File: config.mk
export PLATFORM = sky130hd
export DESIGN_NAME = instr_exec
export DESIGN_NICKNAME = d
export VERILOG_FILES = /design/src/rtl/instr_exec_pkg.sv /design/src/rtl/instr_exec.sv
export SDC_FILE = /design/constraint.sdc
export NUM_CORES = 1
export LEC_CHECK = 0
export CAP_MARGIN = 30
export CORE_UTILIZATION = 35
export CTS_CLUSTER_SIZE = 10
export DETAILED_ROUTE_END_ITERATION = 7
export PLACE_DENSITY = 0.56
export SETUP_SLACK_MARGIN = 0.3
export SYNTH_ARGS = -nofsm -noshare
export SYNTH_HDL_FRONTEND = slang
export SYNTH_SLANG_ARGS = --single-unit
File: constraint.sdc
create_clock -name clk -period 1.9 [get_ports clk]
set_input_delay 0.57 -clock clk [delete_from_list [all_inputs] [get_ports clk]]
set_output_delay 0.57 -clock clk [all_outputs]
set_load 0.1 [all_outputs]
File: src/rtl/instr_exec_pkg.sv
// ---------------------------------------------------------------------------
// instr_exec_pkg
// Shared definitions for the accumulator executor:
//   - 2-bit opcode field values (instr[3:2])
//   - control sub-codes used when the opcode is OP_CTL (instr[1:0])
//   - executor state enumeration
// ---------------------------------------------------------------------------
package instr_exec_pkg;

    // Opcode field, instr[3:2]
    localparam logic [1:0] OP_LDI  = 2'b00;
    localparam logic [1:0] OP_ADDI = 2'b01;
    localparam logic [1:0] OP_MUL  = 2'b10;
    localparam logic [1:0] OP_CTL  = 2'b11;

    // Control sub-codes, instr[1:0] when opcode == OP_CTL
    localparam logic [1:0] CTL_NOP  = 2'b00;
    localparam logic [1:0] CTL_CLR  = 2'b01;
    localparam logic [1:0] CTL_OUT  = 2'b10;
    localparam logic [1:0] CTL_HALT = 2'b11;

    typedef enum logic [1:0] {
        IDLE = 2'b00,
        MUL  = 2'b01,
        HALT = 2'b10
    } state_t;

endpackage

File: src/rtl/instr_exec.sv
// ---------------------------------------------------------------------------
// instr_exec
// Accumulator-based executor for 4-bit instruction words. One instruction is
// accepted per valid/ready handshake while idle. MUL with a non-zero
// immediate runs as repeated addition over imm cycles with ready held low.
// HALT stops the executor until reset.
//
// Ports:
//   clk          system clock, rising edge
//   rst          synchronous active-high reset
//   instr[3:0]   instruction word: [3:2] opcode, [1:0] immediate
//   instr_valid  instr is valid this cycle
//   instr_ready  executor can accept an instruction (state == IDLE)
//   acc[W-1:0]   accumulator
//   carry        carry / multiply overflow flag
//   zero         combinational, acc == 0
//   out_data     last value written by OUT
//   out_valid    one-cycle pulse after each OUT accept
//   halted       sticky halt indicator
// ---------------------------------------------------------------------------
module instr_exec
    import instr_exec_pkg::*;
#(
    parameter int W = 4
) (
    input  logic         clk,
    input  logic         rst,
    input  logic [3:0]   instr,
    input  logic         instr_valid,
    output logic         instr_ready,
    output logic [W-1:0] acc,
    output logic         carry,
    output logic         zero,
    output logic [W-1:0] out_data,
    output logic         out_valid,
    output logic         halted
);

    state_t       r_state;
    logic [W-1:0] r_acc;
    logic         r_carry;
    logic [W-1:0] r_out_data;
    logic         r_out_valid;
    logic         r_halted;
    logic [W-1:0] r_mul_m;
    logic [1:0]   r_mul_cnt;

    logic [1:0]   w_opcode;
    logic [1:0]   w_imm2;
    logic [W-1:0] w_imm;
    logic [W:0]   w_add_sum;
    logic [W:0]   w_mul_sum;

    assign w_opcode  = instr[3:2];
    assign w_imm2    = instr[1:0];
    assign w_imm     = W'(w_imm2);
    // W+1 bit sums: the top bit is the carry out of the W-bit accumulator.
    assign w_add_sum = {1'b0, r_acc} + {1'b0, w_imm};
    assign w_mul_sum = {1'b0, r_acc} + {1'b0, r_mul_m};

    always_ff @(posedge clk) begin
        if (rst) begin
            r_state     <= IDLE;
            r_acc       <= '0;
            r_carry     <= 1'b0;
            r_out_data  <= '0;
            r_out_valid <= 1'b0;
            r_halted    <= 1'b0;
            r_mul_m     <= '0;
            r_mul_cnt   <= '0;
        end else begin
            // out_valid only ever lasts the single cycle after an OUT accept.
            r_out_valid <= 1'b0;
            case (r_state)
                IDLE: begin
                    if (instr_valid) begin
                        case (w_opcode)
                            OP_LDI: begin
                                r_acc   <= w_imm;
                                r_carry <= 1'b0;
                            end
                            OP_ADDI: begin
                                r_acc   <= w_add_sum[W-1:0];
                                r_carry <= w_add_sum[W];
                            end
                            OP_MUL: begin
                                // The product is rebuilt from zero by adding the
                                // old accumulator imm times; imm == 0 finishes here.
                                r_acc   <= '0;
                                r_carry <= 1'b0;
                                if (w_imm2 != 2'b00) begin
                                    r_mul_m   <= r_acc;
                                    r_mul_cnt <= w_imm2;
                                    r_state   <= MUL;
                                end
                            end
                            default: begin
                                case (w_imm2)
                                    CTL_CLR: begin
                                        r_acc   <= '0;
                                        r_carry <= 1'b0;
                                    end
                                    CTL_OUT: begin
                                        r_out_data  <= r_acc;
                                        r_out_valid <= 1'b1;
                                    end
                                    CTL_HALT: begin
                                        r_state  <= HALT;
                                        r_halted <= 1'b1;
                                    end
                                    default: ; // CTL_NOP
                                endcase
                            end
                        endcase
                    end
                end
                MUL: begin
                    // Carry is sticky across the partial sums of one multiply.
                    r_acc     <= w_mul_sum[W-1:0];
                    r_carry   <= r_carry | w_mul_sum[W];
                    r_mul_cnt <= r_mul_cnt - 2'd1;
                    if (r_mul_cnt == 2'd1) begin
                        r_state <= IDLE;
                    end
                end
                HALT: ; // frozen until reset
                default: r_state <= IDLE;
            endcase
        end
    end

    assign instr_ready = (r_state == IDLE);
    assign acc         = r_acc;
    assign carry       = r_carry;
    assign zero        = (r_acc == '0);
    assign out_data    = r_out_data;
    assign out_valid   = r_out_valid;
    assign halted      = r_halted;

endmodule

==> metrics.txt, run 1 <==
# TYPE chip_impl_metric gauge
chip_impl_metric{name="timing.final.crit_period",unit="ns"} 1.81
chip_impl_metric{name="wire_length_of_the_first_global_routing_pass",unit="microns"} 5020
chip_impl_metric{name="wire_length_after_detailed_routing",unit="microns"} 3100
chip_impl_metric{name="final-hold-violation-count",unit=""} 0
chip_impl_info{name="crit-reg2reg-launch",value="acc[0]$_SDFFE_PP0P_"} 1
chip_impl_metric{name="first_pass_iters",unit=""} 4
chip_impl_metric{name="cp_max_fo",unit=""} 6
chip_impl_metric{name="cts.clk_slew.worst_paths",unit="ns"} 0.12
chip_impl_info{name="final_common_cell",value="sky130_fd_sc_hd__buf_4"} 1
chip_impl_metric{name="synth-warning-count",unit=""} 0
chip_impl_info{name="timing.critical_path.from",value="acc[0]$_SDFFE_PP0P_"} 1
chip_impl_metric{name="vias_in_the_first_global_route",unit=""} 998
chip_impl_info{name="crit_path_kind",value="flip-flop to primary output"} 1
chip_impl_metric{name="placement_rows",unit=""} 20
chip_impl_metric{name="drt_iter0_drc",unit=""} 15
chip_impl_metric{name="finalHoldWorstSlack",unit="ns"} 0.526
chip_impl_metric{name="routed_vias",unit=""} 1087
chip_impl_metric{name="clock-sinks",unit=""} 19
chip_impl_metric{name="nets_in_the_synthesized_netlist",unit=""} 138
chip_impl_info{name="synth.largest_area_cell",value="sky130_fd_sc_hd__dfxtp_1"} 1
chip_impl_metric{name="post_dp_cell_area",unit="sq um"} 1660
chip_impl_metric{name="starting_density_of_the_core",unit="%"} 37.0
chip_impl_metric{name="finalMaxSlewViolations",unit=""} 0
chip_impl_metric{name="drc",unit=""} 0
chip_impl_metric{name="place.detailed.hpwl",unit="microns"} 2220
chip_impl_metric{name="seq_area_frac_synth",unit="%"} 33.4
chip_impl_metric{name="track_usage",unit="%"} 20.0
chip_impl_info{name="worst_r2r_endpoint",value="carry$_SDFFE_PP0P_"} 1
chip_impl_metric{name="die_h",unit="microns"} 59.1
chip_impl_metric{name="cts_buffers",unit=""} 3
chip_impl_metric{name="timing.critical_path.slowest_cell_delay",unit="ns"} 0.40
chip_impl_metric{name="vias_per_cell",unit=""} 5.28
chip_impl_metric{name="crit_arrival",unit="ns"} 1.24
chip_impl_metric{name="maxClockFrequency",unit="GHz"} 0.554
chip_impl_metric{name="synthCells",unit=""} 122
chip_impl_metric{name="tightest_slew",unit="ns"} 0.299
chip_impl_info{name="path_cells",value="nor4_4 > buf_12"} 1
chip_impl_metric{name="synth_cell_type_count",unit=""} 36
chip_impl_metric{name="antenna_violating_nets_post_route",unit=""} 0
chip_impl_metric{name="timing.reg2reg.worst_path_depth",unit=""} 7
chip_impl_metric{name="n_antenna_cell",unit=""} 0
chip_impl_metric{name="power_leakage",unit="nW"} 0.710
chip_impl_metric{name="core_region_area",unit="sq um"} 3080
chip_impl_metric{name="clock_latency",unit="ns"} 0.32
chip_impl_metric{name="final_critical_path_setup_slack",unit="ns"} 0.0946
chip_impl_metric{name="fin_nets",unit=""} 179
chip_impl_info{name="hold_class",value="flip-flop to flip-flop"} 1
chip_impl_metric{name="final_layout_size_suffix_gt1_share",unit="%"} 40.7
chip_impl_metric{name="final_cell_area",unit="sq um"} 1790
chip_impl_metric{name="total_of_max_cap_violations",unit=""} 0
chip_impl_info{name="worst_setup_path_endpoint",value="zero"} 1
chip_impl_metric{name="post-route-period-util",unit="%"} 95.0
chip_impl_metric{name="synth_top_area_share",unit="%"} 33.4
chip_impl_metric{name="routed_wire_length_per_instance",unit="microns"} 15.1
chip_impl_metric{name="r2r_slack",unit="ns"} 0.12
chip_impl_metric{name="numPortBuffers",unit=""} 19
chip_impl_info{name="crit_slowest_cell",value="sky130_fd_sc_hd__dfxtp_4"} 1
chip_impl_info{name="worstSetupStartpointType",value="flip-flop"} 1
chip_impl_metric{name="die_width",unit="microns"} 59.1
chip_impl_metric{name="post_synth.cell_area_avg",unit="sq um"} 9.34
chip_impl_metric{name="grt_antenna_before_repair",unit=""} 0
chip_impl_info{name="outcome",value="finished clean"} 1
chip_impl_metric{name="vdd_ir_drop_max",unit="uV"} 363
chip_impl_info{name="clockRootBuffer",value="sky130_fd_sc_hd__clkbuf_4"} 1
chip_impl_metric{name="synth_seq_cells",unit=""} 19
chip_impl_metric{name="congestion_overflow_gr",unit=""} 0
chip_impl_info{name="synth.area.top_cells",value="sky130_fd_sc_hd__dfxtp_1 (33%), sky130_fd_sc_hd__mux2i_1 (9.7%), sky130_fd_sc_hd__ha_1 (7.7%)"} 1
chip_impl_metric{name="cts.path.max_buffers",unit=""} 2
chip_impl_metric{name="h_tree_depth",unit=""} 1
chip_impl_metric{name="die-area",unit="sq um"} 3490
chip_impl_info{name="layout.cells.most_common_list",value="sky130_fd_sc_hd__buf_4 (20), sky130_fd_sc_hd__nor2_1 (16), sky130_fd_sc_hd__buf_12 (14), sky130_fd_sc_hd__dfxtp_1 (13), sky130_fd_sc_hd__mux2i_1 (11)"} 1
chip_impl_metric{name="fillerInstances",unit=""} 259
chip_impl_info{name="setup_repair_after_global_routing_missed_its_margin",value="yes"} 1
chip_impl_metric{name="globalplace.congestion",unit=""} 0.847
chip_impl_info{name="clock_tree_from_tritoncts",value="yes"} 1
chip_impl_metric{name="power-per-cell-area",unit="nW/um^2"} 549
chip_impl_metric{name="grt_max_degree",unit=""} 20
chip_impl_metric{name="place_ws",unit="ns"} -0.436
chip_impl_metric{name="io_pins",unit=""} 20
chip_impl_metric{name="crit_required",unit="ns"} 1.33
chip_impl_metric{name="sequential_standard_cell_area",unit="sq um"} 403
chip_impl_metric{name="layout-area-overhead-vs-synth",unit="%"} 56.6
chip_impl_metric{name="max_slew_margin",unit="%"} 79.8
chip_impl_metric{name="multi_input_comb_area",unit="sq um"} 787
chip_impl_info{name="critical_path.endpoint_type",value="primary output"} 1
chip_impl_metric{name="timing.final.setup_violations",unit=""} 0
chip_impl_metric{name="final.setup_skew",unit="ns"} 0.00761
chip_impl_metric{name="total_standard_cell_area_after_synthesis",unit="sq um"} 1140
[cell usage after synthesis]
cell type                   n
sky130_fd_sc_hd__and3_1     1
sky130_fd_sc_hd__nor4_1     2
sky130_fd_sc_hd__buf_6      1
sky130_fd_sc_hd__clkbuf_1   2
sky130_fd_sc_hd__a31o_2     1
sky130_fd_sc_hd__a211oi_1   5
sky130_fd_sc_hd__a31oi_1    1
sky130_fd_sc_hd__a21oi_1    8
sky130_fd_sc_hd__a311oi_4   1
sky130_fd_sc_hd__nor2_1    18
sky130_fd_sc_hd__mux2i_1   11
sky130_fd_sc_hd__nand2_1    2
sky130_fd_sc_hd__dfxtp_1   19
sky130_fd_sc_hd__o31ai_4    1
sky130_fd_sc_hd__inv_1      5
sky130_fd_sc_hd__o21a_1     1
sky130_fd_sc_hd__o21ai_0    4
sky130_fd_sc_hd__nor3_4     2
sky130_fd_sc_hd__ha_1       7
sky130_fd_sc_hd__nor2b_1    1
sky130_fd_sc_hd__nand4_1    2
sky130_fd_sc_hd__nand2b_1   3
sky130_fd_sc_hd__a21o_1     2
sky130_fd_sc_hd__xnor2_1    1
sky130_fd_sc_hd__a311o_1    1
sky130_fd_sc_hd__a21boi_0   1
sky130_fd_sc_hd__buf_2      1
sky130_fd_sc_hd__nor4b_1    1
sky130_fd_sc_hd__fa_1       2
sky130_fd_sc_hd__or3b_4     1
sky130_fd_sc_hd__clkbuf_2   1
sky130_fd_sc_hd__nor3_1     6
sky130_fd_sc_hd__nand2b_2   1
sky130_fd_sc_hd__a311oi_1   3
sky130_fd_sc_hd__nand3_1    2
sky130_fd_sc_hd__and2_1     1
[stage by stage]
stage	std cells	power (mW)	util (%)	setup TNS (ns)
3_5_place_dp	193	0.738	53.9	-4.59
5_1_grt	206	1.02	58.0	0
4_1_cts	204	0.981	57.0	0
6_report	206	0.981	58.0	0
2_1_floorplan	122	0.617	-	-0.274
3_3_place_gp	193	0.731	53.9	-4.26
[worst min-delay path by stage]
| stage | slack, ns | depth (start not counted) | startpoint | endpoint |
|---|---|---|---|---|
| final | 0.53 | 2 | r_mul_m[2]$_SDFFE_PP0P_ | r_mul_m[2]$_SDFFE_PP0P_ |
| after global routing | 0.56 | 2 | r_mul_cnt[1]$_SDFFE_PP0P_ | r_mul_cnt[1]$_SDFFE_PP0P_ |
| after CTS | 0.53 | 2 | r_mul_m[2]$_SDFFE_PP0P_ | r_mul_m[2]$_SDFFE_PP0P_ |
| after detailed placement | 0.49 | 2 | r_mul_m[2]$_SDFFE_PP0P_ | r_mul_m[2]$_SDFFE_PP0P_ |
| after global placement | 0.48 | 2 | r_mul_m[3]$_SDFFE_PP0P_ | r_mul_m[3]$_SDFFE_PP0P_ |
| after floorplan | 0.46 | 2 | r_mul_m[2]$_SDFFE_PP0P_ | r_mul_m[2]$_SDFFE_PP0P_ |
[area by class of cell]
| cell class | instances | share of cell area [%] |
|---|---|---|
| Multi-Input combinational cell | 93 | 44.1 |
| Timing Repair Buffer | 41 | 27.7 |
| Clock buffer | 3 | 1.26 |
| Sequential cell | 19 | 22.6 |
| Clock inverter | 1 | 0.280 |
| Tap cell | 44 | 3.08 |
| Inverter | 5 | 1.05 |
[power breakdown]
| group | total [mW] | internal (mW) | switching (mW) |
|---|---|---|---|
| Sequential | 0.423 | 0.406 | 0.0176 |
| Combinational | 0.332 | 0.145 | 0.188 |
| Clock | 0.225 | 0.0789 | 0.146 |
| Total | 0.981 | 0.629 | 0.351 |
[critical path, delay by kind of cell, from the launching register on]
| family | cells | cell delay (ns) |
|---|---|---|
| DFF | 1 | 0.40 |
| and+or+nand+nor | 1 | 0.30 |
| buffers and inverters | 1 | 0.21 |
[cell families after synthesis]
group	share of synthesized area, %
buffers and inverters	4.17
AND/OR/NAND/NOR	21.0
flip-flops	33.4
XOR/XNOR	0.769
adder cells (fa/ha/maj)	11.2
AO/OA/AOI/OAI	19.9
multiplexers	9.66
[repair_timing]
item	in CTS	in global routing
hold endpoints to repair	0	0
setup buffers	7	2
gates resized for setup	14	8
hold buffers	0	0
gates cloned	0	0
pin swaps	10	5
endpoints found under the setup margin	20	13
[routing by layer]
layer  wire (microns)  share of wire, %  track usage (%)  up-vias
met2             1530                49             33.1       27
met4               39               1.3             8.16        0
li1                 -                 -                -      527
met5                0                 0                0        -
met1             1400                45             26.0      529
met3              132               4.3             2.84        4
[registers in the layout, summed over array words and instances, names as in the netlist]
signal / count
carry: 1
out_valid: 1
r_state: 2
r_mul_cnt: 2
acc: 4
halted: 1
out_data: 4
r_mul_m: 4
(Power assumes the default switching activity.)
==> inputs of run 2 (changes only) <==
PLACE_DENSITY = unset   (was 0.56)
==> metrics.txt, run 2 (synthesis results as in run 1) <==
# TYPE chip_impl_metric gauge
chip_impl_info{name="layout.cells.most_common_list",value="sky130_fd_sc_hd__buf_4 (17), sky130_fd_sc_hd__nor2_1 (16), sky130_fd_sc_hd__buf_12 (14), sky130_fd_sc_hd__dfxtp_1 (13), sky130_fd_sc_hd__mux2i_1 (11)"} 1
chip_impl_metric{name="io_pins",unit=""} 20
chip_impl_metric{name="routed_vias",unit=""} 1081
chip_impl_metric{name="h_tree_depth",unit=""} 1
chip_impl_metric{name="numPortBuffers",unit=""} 19
chip_impl_metric{name="final_cell_area",unit="sq um"} 1840
chip_impl_info{name="crit_slowest_cell",value="sky130_fd_sc_hd__dfxtp_4"} 1
chip_impl_metric{name="post-route-period-util",unit="%"} 94.5
chip_impl_metric{name="die_h",unit="microns"} 59.1
chip_impl_metric{name="wire_length_of_the_first_global_routing_pass",unit="microns"} 5330
chip_impl_metric{name="wire_length_after_detailed_routing",unit="microns"} 3090
chip_impl_metric{name="fin_tns_setup",unit="ns"} 0
chip_impl_metric{name="p_seq_share",unit="%"} 43.2
chip_impl_metric{name="grt_antenna_before_repair",unit=""} 0
chip_impl_metric{name="final.setup_skew",unit="ns"} 0.00612
chip_impl_metric{name="final-hold-violation-count",unit=""} 0
chip_impl_metric{name="congestion_overflow_gr",unit=""} 0
chip_impl_metric{name="timing.final.crit_period",unit="ns"} 1.80
chip_impl_metric{name="vias_per_cell",unit=""} 5.20
chip_impl_metric{name="drc",unit=""} 0
chip_impl_metric{name="cts_buffers",unit=""} 3
chip_impl_metric{name="die_width",unit="microns"} 59.1
chip_impl_metric{name="clock-sinks",unit=""} 19
chip_impl_metric{name="cp_max_fo",unit=""} 3
chip_impl_metric{name="crit_required",unit="ns"} 1.33
chip_impl_metric{name="tightest_slew",unit="ns"} 0.296
chip_impl_metric{name="switchingPower",unit="mW"} 0.345
chip_impl_metric{name="track_usage",unit="%"} 20.8
chip_impl_info{name="critical_path.endpoint_type",value="primary output"} 1
chip_impl_metric{name="ctsHoldBuffers",unit=""} 0
chip_impl_info{name="crit_path_kind",value="flip-flop to primary output"} 1
chip_impl_metric{name="final_layout_size_suffix_gt1_share",unit="%"} 43.3
chip_impl_metric{name="core_region_area",unit="sq um"} 3080
chip_impl_info{name="clock_tree_from_tritoncts",value="yes"} 1
chip_impl_metric{name="power.switching_fraction",unit="%"} 35.1
chip_impl_info{name="hold_class",value="flip-flop to flip-flop"} 1
chip_impl_metric{name="grt_max_degree",unit=""} 15
chip_impl_metric{name="starting_density_of_the_core",unit="%"} 37.0
chip_impl_metric{name="drt_iter0_drc",unit=""} 20
chip_impl_metric{name="post_dp_cell_area",unit="sq um"} 1640
chip_impl_metric{name="fillerInstances",unit=""} 252
chip_impl_metric{name="clock_latency",unit="ns"} 0.30
chip_impl_info{name="clockRootBuffer",value="sky130_fd_sc_hd__clkbuf_4"} 1
chip_impl_metric{name="timing.final.setup_violations",unit=""} 0
chip_impl_metric{name="comb_power_share",unit="%"} 34.9
chip_impl_metric{name="total_of_max_cap_violations",unit=""} 0
chip_impl_metric{name="fin_nets",unit=""} 181
chip_impl_metric{name="maxClockFrequency",unit="GHz"} 0.557
chip_impl_metric{name="cts.path.max_buffers",unit=""} 2
chip_impl_metric{name="antenna_violating_nets_post_route",unit=""} 0
chip_impl_metric{name="wl_met3",unit="microns"} 96
chip_impl_metric{name="die-area",unit="sq um"} 3490
chip_impl_metric{name="clockPowerShare",unit="%"} 21.9
chip_impl_metric{name="placement_rows",unit=""} 20
chip_impl_metric{name="routed_wire_length_per_instance",unit="microns"} 14.9
chip_impl_metric{name="internal_power",unit="mW"} 0.638
chip_impl_metric{name="detail_route.wirelength.met1",unit="microns"} 1420
chip_impl_info{name="outcome",value="finished clean"} 1
chip_impl_metric{name="critical_path_buf_inv_count",unit=""} 1
chip_impl_metric{name="layout-area-overhead-vs-synth",unit="%"} 61.4
chip_impl_metric{name="cts.clk_slew.worst_paths",unit="ns"} 0.12
chip_impl_info{name="path_cells",value="nor4_4 > buf_12"} 1
chip_impl_metric{name="timing.critical_path.slowest_cell_delay",unit="ns"} 0.39
chip_impl_metric{name="n_antenna_cell",unit=""} 0
chip_impl_metric{name="globalplace.congestion",unit=""} 0.782
chip_impl_info{name="setup_repair_after_global_routing_missed_its_margin",value="yes"} 1
chip_impl_info{name="worstSetupStartpointType",value="flip-flop"} 1
chip_impl_metric{name="crit_arrival",unit="ns"} 1.23
chip_impl_metric{name="power_leakage",unit="nW"} 0.728
chip_impl_info{name="final_common_cell",value="sky130_fd_sc_hd__buf_4"} 1
chip_impl_metric{name="power-per-cell-area",unit="nW/um^2"} 535
chip_impl_metric{name="vias_in_the_first_global_route",unit=""} 1110
chip_impl_metric{name="detailed_routed_wire_length_on_met2",unit="microns"} 1540
chip_impl_metric{name="vdd_ir_drop_max",unit="uV"} 313
chip_impl_info{name="cp_top_family",value="flip-flops"} 1
chip_impl_metric{name="first_pass_iters",unit=""} 4
chip_impl_metric{name="place.detailed.hpwl",unit="microns"} 2200
chip_impl_metric{name="finalMaxSlewViolations",unit=""} 0
chip_impl_info{name="route.top_layer_used",value="met4"} 1
chip_impl_metric{name="max_slew_margin",unit="%"} 80.2
run 2: layout make-up:
| cell class | instances | area, sq um | area share [%] |
|---|---|---|---|
| Clock buffer | 3 | 22.5 | 1.22 |
| Clock inverter | 1 | 5.00 | 0.272 |
| Inverter | 5 | 18.8 | 1.02 |
| Multi-Input combinational cell | 93 | 808 | 43.9 |
| Sequential cell | 19 | 400 | 21.8 |
| Tap cell | 44 | 55.1 | 2.99 |
| Timing Repair Buffer | 43 | 529 | 28.8 |
run 2: path summary, 6_finish.rpt:
kind / endpoint / slack, ns / startpoint / cells past startpoint
max: zero / 0.10 / acc[1]$_SDFFE_PP0P_ / 2
min: r_mul_m[3]$_SDFFE_PP0P_ / 0.53 / r_mul_m[3]$_SDFFE_PP0P_ / 2
max reg2reg: carry$_SDFFE_PP0P_ / 0.15 / acc[0]$_SDFFE_PP0P_ / 7
min reg2reg: r_mul_m[3]$_SDFFE_PP0P_ / 0.53 / r_mul_m[3]$_SDFFE_PP0P_ / 2
run 2: tightest hold or removal path, cell delays in order, from the launching register on:
cell and delay, ns:
sky130_fd_sc_hd__dfxtp_1 0.36, sky130_fd_sc_hd__mux2i_1 0.07, sky130_fd_sc_hd__nor2_1 0.07
run 2: stage by stage:
| stage | utilization [%] | worst slack [ns] | hold WS [ns] | power [mW] | std cells |
|---|---|---|---|---|---|
| after detailed placement | 53.4 | -0.472 | 0.503 | 0.731 | 191 |
| final | 59.8 | 0.105 | 0.525 | 0.984 | 208 |
| after global routing | 59.8 | 0.0637 | 0.554 | 1.03 | 208 |
| after global placement | 53.4 | -0.405 | 0.483 | 0.724 | 191 |
| after floorplan | - | -0.274 | 0.465 | 0.617 | 122 |
| after CTS | 57.2 | 0.0856 | 0.532 | 0.972 | 204 |
run 2: metal layers:
metal / up-vias / GRT usage, %
met5: - / 0
li1: 537 / -
met3: 6 / 3.71
met2: 20 / 34.1
met1: 518 / 26.6
met4: 0 / 9.18
run 2: what timing repair did:
action                                  CTS  global route
resized for setup                        15            17
pin swaps                                 9             9
endpoints found under the setup margin   21            18
setup buffers                             9             4
run 2: power by group through the flow:
stage	registers [mW]	logic (mW)	clock network, mW
floorplan	0.473	0.145	0
global route	0.426	0.366	0.238
detailed placement	0.444	0.286	0
CTS	0.424	0.321	0.227
finish	0.424	0.344	0.216
global placement	0.443	0.281	0
==> inputs of run 3 (changes only) <==
--- a/constraint.sdc
+++ b/constraint.sdc
@@ -3,2 +3,2 @@
 set_output_delay 0.57 -clock clk [all_outputs]
-set_load 0.1 [all_outputs]
+set_load 0.02 [all_outputs]
==> metrics.txt, run 3 (synthesis results as in run 1) <==
# TYPE chip_impl_metric gauge
chip_impl_info{name="hold_class",value="flip-flop to flip-flop"} 1
chip_impl_metric{name="track_usage",unit="%"} 18.4
chip_impl_metric{name="comb_power_share",unit="%"} 27.7
chip_impl_metric{name="antenna_violating_nets_post_route",unit=""} 0
chip_impl_metric{name="numPortBuffers",unit=""} 19
chip_impl_metric{name="die_width",unit="microns"} 59.1
chip_impl_metric{name="grt_antenna_before_repair",unit=""} 0
chip_impl_metric{name="fin_nets",unit=""} 181
chip_impl_metric{name="tightest_slew",unit="ns"} 0.409
chip_impl_metric{name="crit_required",unit="ns"} 2.12
chip_impl_info{name="crit-reg2reg-launch",value="acc[0]$_SDFFE_PP0P_"} 1
chip_impl_info{name="hold-path-endpoint",value="halted$_SDFFE_PP0P_"} 1
chip_impl_metric{name="congestion_overflow_gr",unit=""} 0
chip_impl_metric{name="switchingPower",unit="mW"} 0.267
chip_impl_metric{name="globalplace.congestion",unit=""} 0.778
chip_impl_metric{name="die-area",unit="sq um"} 3490
chip_impl_metric{name="post_dp_cell_area",unit="sq um"} 1510
chip_impl_info{name="worst_r2r_endpoint",value="acc[1]$_SDFFE_PP0P_"} 1
chip_impl_metric{name="total_of_max_cap_violations",unit=""} 0
chip_impl_metric{name="vdd_ir_drop_max",unit="uV"} 366
chip_impl_metric{name="report.power.total",unit="mW"} 0.876
chip_impl_metric{name="power-per-cell-area",unit="nW/um^2"} 531
chip_impl_metric{name="wire_length_of_the_first_global_routing_pass",unit="microns"} 4770
chip_impl_metric{name="final-hold-violation-count",unit=""} 0
chip_impl_metric{name="final_layout_size_suffix_gt1_share",unit="%"} 36.0
chip_impl_metric{name="cell_count_of_the_worst_hold_path",unit=""} 2
chip_impl_metric{name="final_cell_area",unit="sq um"} 1650
chip_impl_metric{name="starting_density_of_the_core",unit="%"} 37.0
chip_impl_metric{name="layout-area-overhead-vs-synth",unit="%"} 44.9
chip_impl_metric{name="crit_arrival",unit="ns"} 1.98
chip_impl_info{name="clockRootBuffer",value="sky130_fd_sc_hd__clkbuf_4"} 1
chip_impl_metric{name="routed_wire_length_per_instance",unit="microns"} 13.9
chip_impl_metric{name="n_antenna_cell",unit=""} 0
chip_impl_metric{name="cts_buffers",unit=""} 3
chip_impl_metric{name="max_slew_margin",unit="%"} 72.7
chip_impl_metric{name="io_pins",unit=""} 20
chip_impl_info{name="critical_path.endpoint_type",value="flip-flop"} 1
chip_impl_info{name="outcome",value="finished clean"} 1
chip_impl_metric{name="maxClockFrequency",unit="GHz"} 0.569
chip_impl_metric{name="clock-sinks",unit=""} 19
chip_impl_info{name="clock_tree_from_tritoncts",value="yes"} 1
chip_impl_metric{name="vias_in_the_first_global_route",unit=""} 1040
chip_impl_metric{name="final_critical_path_setup_slack",unit="ns"} 0.141
chip_impl_info{name="hp-start",value="halted$_SDFFE_PP0P_"} 1
chip_impl_metric{name="power.switching_fraction",unit="%"} 30.4
chip_impl_metric{name="core_region_area",unit="sq um"} 3080
chip_impl_info{name="layout.cells.most_common_list",value="sky130_fd_sc_hd__buf_4 (18), sky130_fd_sc_hd__nor2_1 (17), sky130_fd_sc_hd__dfxtp_1 (15), sky130_fd_sc_hd__mux2i_1 (11), sky130_fd_sc_hd__buf_6 (8)"} 1
chip_impl_metric{name="timing.final.setup_violations",unit=""} 0
chip_impl_metric{name="first_pass_iters",unit=""} 4
chip_impl_metric{name="place.detailed.hpwl",unit="microns"} 2110
chip_impl_info{name="final_common_cell",value="sky130_fd_sc_hd__buf_4"} 1
chip_impl_metric{name="internal_power",unit="mW"} 0.609
chip_impl_metric{name="clock_latency",unit="ns"} 0.30
chip_impl_metric{name="drc",unit=""} 0
chip_impl_metric{name="cts.path.max_buffers",unit=""} 2
chip_impl_metric{name="drt_iter0_drc",unit=""} 37
chip_impl_metric{name="r2r_slack",unit="ns"} 0.14
chip_impl_info{name="worstSetupStartpointType",value="flip-flop"} 1
chip_impl_metric{name="cp_max_fo",unit=""} 3
chip_impl_metric{name="clockPowerShare",unit="%"} 24.4
chip_impl_metric{name="final.setup_skew",unit="ns"} 0.00338
chip_impl_metric{name="finalMaxSlewViolations",unit=""} 0
chip_impl_metric{name="wire_length_after_detailed_routing",unit="microns"} 2890
chip_impl_metric{name="cts.clk_slew.worst_paths",unit="ns"} 0.11
chip_impl_metric{name="power_leakage",unit="nW"} 0.678
chip_impl_metric{name="place_ws",unit="ns"} -0.496
chip_impl_metric{name="timing.reg2reg.worst_path_depth",unit=""} 7
chip_impl_metric{name="vias_per_cell",unit=""} 5.18
chip_impl_metric{name="placement_rows",unit=""} 20
chip_impl_metric{name="h_tree_depth",unit=""} 1
chip_impl_metric{name="grt_max_degree",unit=""} 20
chip_impl_info{name="crit_path_kind",value="flip-flop to flip-flop"} 1
chip_impl_metric{name="routed_vias",unit=""} 1077
chip_impl_metric{name="die_h",unit="microns"} 59.1
chip_impl_info{name="setup_repair_after_global_routing_missed_its_margin",value="yes"} 1
chip_impl_metric{name="timing.final.crit_period",unit="ns"} 1.76
chip_impl_metric{name="p_seq_share",unit="%"} 47.9
chip_impl_metric{name="ctsHoldBuffers",unit=""} 0
chip_impl_metric{name="post-route-period-util",unit="%"} 92.6
## run 3: cell types whose count changed in the layout (fill, tap and decap cells not counted), sizes merged
| cell | before | now |
|---|---|---|
| clkinv | 1 | 0 |
| dlygate4sd2 | 2 | 6 |
| clkbuf | 4 | 5 |
| buf | 37 | 30 |
| clkdlybuf4s15 | 2 | 5 |
## run 3: layout make-up
| class | instances | area [sq um] |
|---|---|---|
| Clock buffer | 4 | 26.3 |
| Fill cell | 291 | 1430 |
| Inverter | 5 | 18.8 |
| Multi-Input combinational cell | 93 | 779 |
| Sequential cell | 19 | 390 |
| Tap cell | 44 | 55.1 |
| Timing Repair Buffer | 43 | 382 |
## run 3: layer usage
metal | wire length (microns) | GRT usage (%)
met1 | 1340 | 24.3
met2 | 1450 | 30.8
met4 | 15 | 5.10
met5 | 0 | 0
met3 | 90 | 3.28
## run 3: worst max path at each step
stage | slack [ns] | startpoint | depth (start not counted) | endpoint
final | 0.14 | acc[0]$_SDFFE_PP0P_ | 7 | acc[1]$_SDFFE_PP0P_
after global routing | 0.07 | acc[0]$_SDFFE_PP0P_ | 7 | acc[1]$_SDFFE_PP0P_
after CTS | 0.08 | acc[0]$_SDFFE_PP0P_ | 2 | zero
after detailed placement | -0.50 | instr[0] | 7 | acc[1]$_SDFFE_PP0P_
after global placement | -0.52 | instr[0] | 7 | acc[1]$_SDFFE_PP0P_
after floorplan | 0.16 | instr[0] | 6 | acc[1]$_SDFFE_PP0P_
## run 3: repair_timing
item	CTS	global route
buffers inserted	5	2
resized for setup	62	12
setup endpoints to repair	32	20
pin swaps	12	11
endpoints found under the hold margin	0	0
## run 3: worst max-delay path, cell delays in order, from the launching register on
cell and delay (ns):
sky130_fd_sc_hd__dfxtp_4 0.38, sky130_fd_sc_hd__buf_6 0.12, sky130_fd_sc_hd__ha_4 0.15, sky130_fd_sc_hd__fa_1 0.48, sky130_fd_sc_hd__mux2i_1 0.08, sky130_fd_sc_hd__nor3_1 0.14, sky130_fd_sc_hd__a21oi_1 0.08, sky130_fd_sc_hd__a211oi_2 0.24
## run 3: metrics by stage
step	utilization (%)	cells	setup TNS (ns)	hold slack [ns]
floorplan	-	122	0	0.465
global placement	49.1	197	-4.42	0.458
detailed placement	49.1	197	-5.00	0.474
CTS	52.6	206	0	0.497
global route	53.7	208	0	0.537
finish	53.7	208	0	0.494
## run 3: power groups by stage
stage / sequential [mW] / clock, mW / combinational, mW
final: 0.420 / 0.213 / 0.243
after global routing: 0.422 / 0.244 / 0.261
after CTS: 0.419 / 0.219 / 0.232
after detailed placement: 0.429 / 0 / 0.213
after global placement: 0.428 / 0 / 0.211
after floorplan: 0.439 / 0 / 0.109
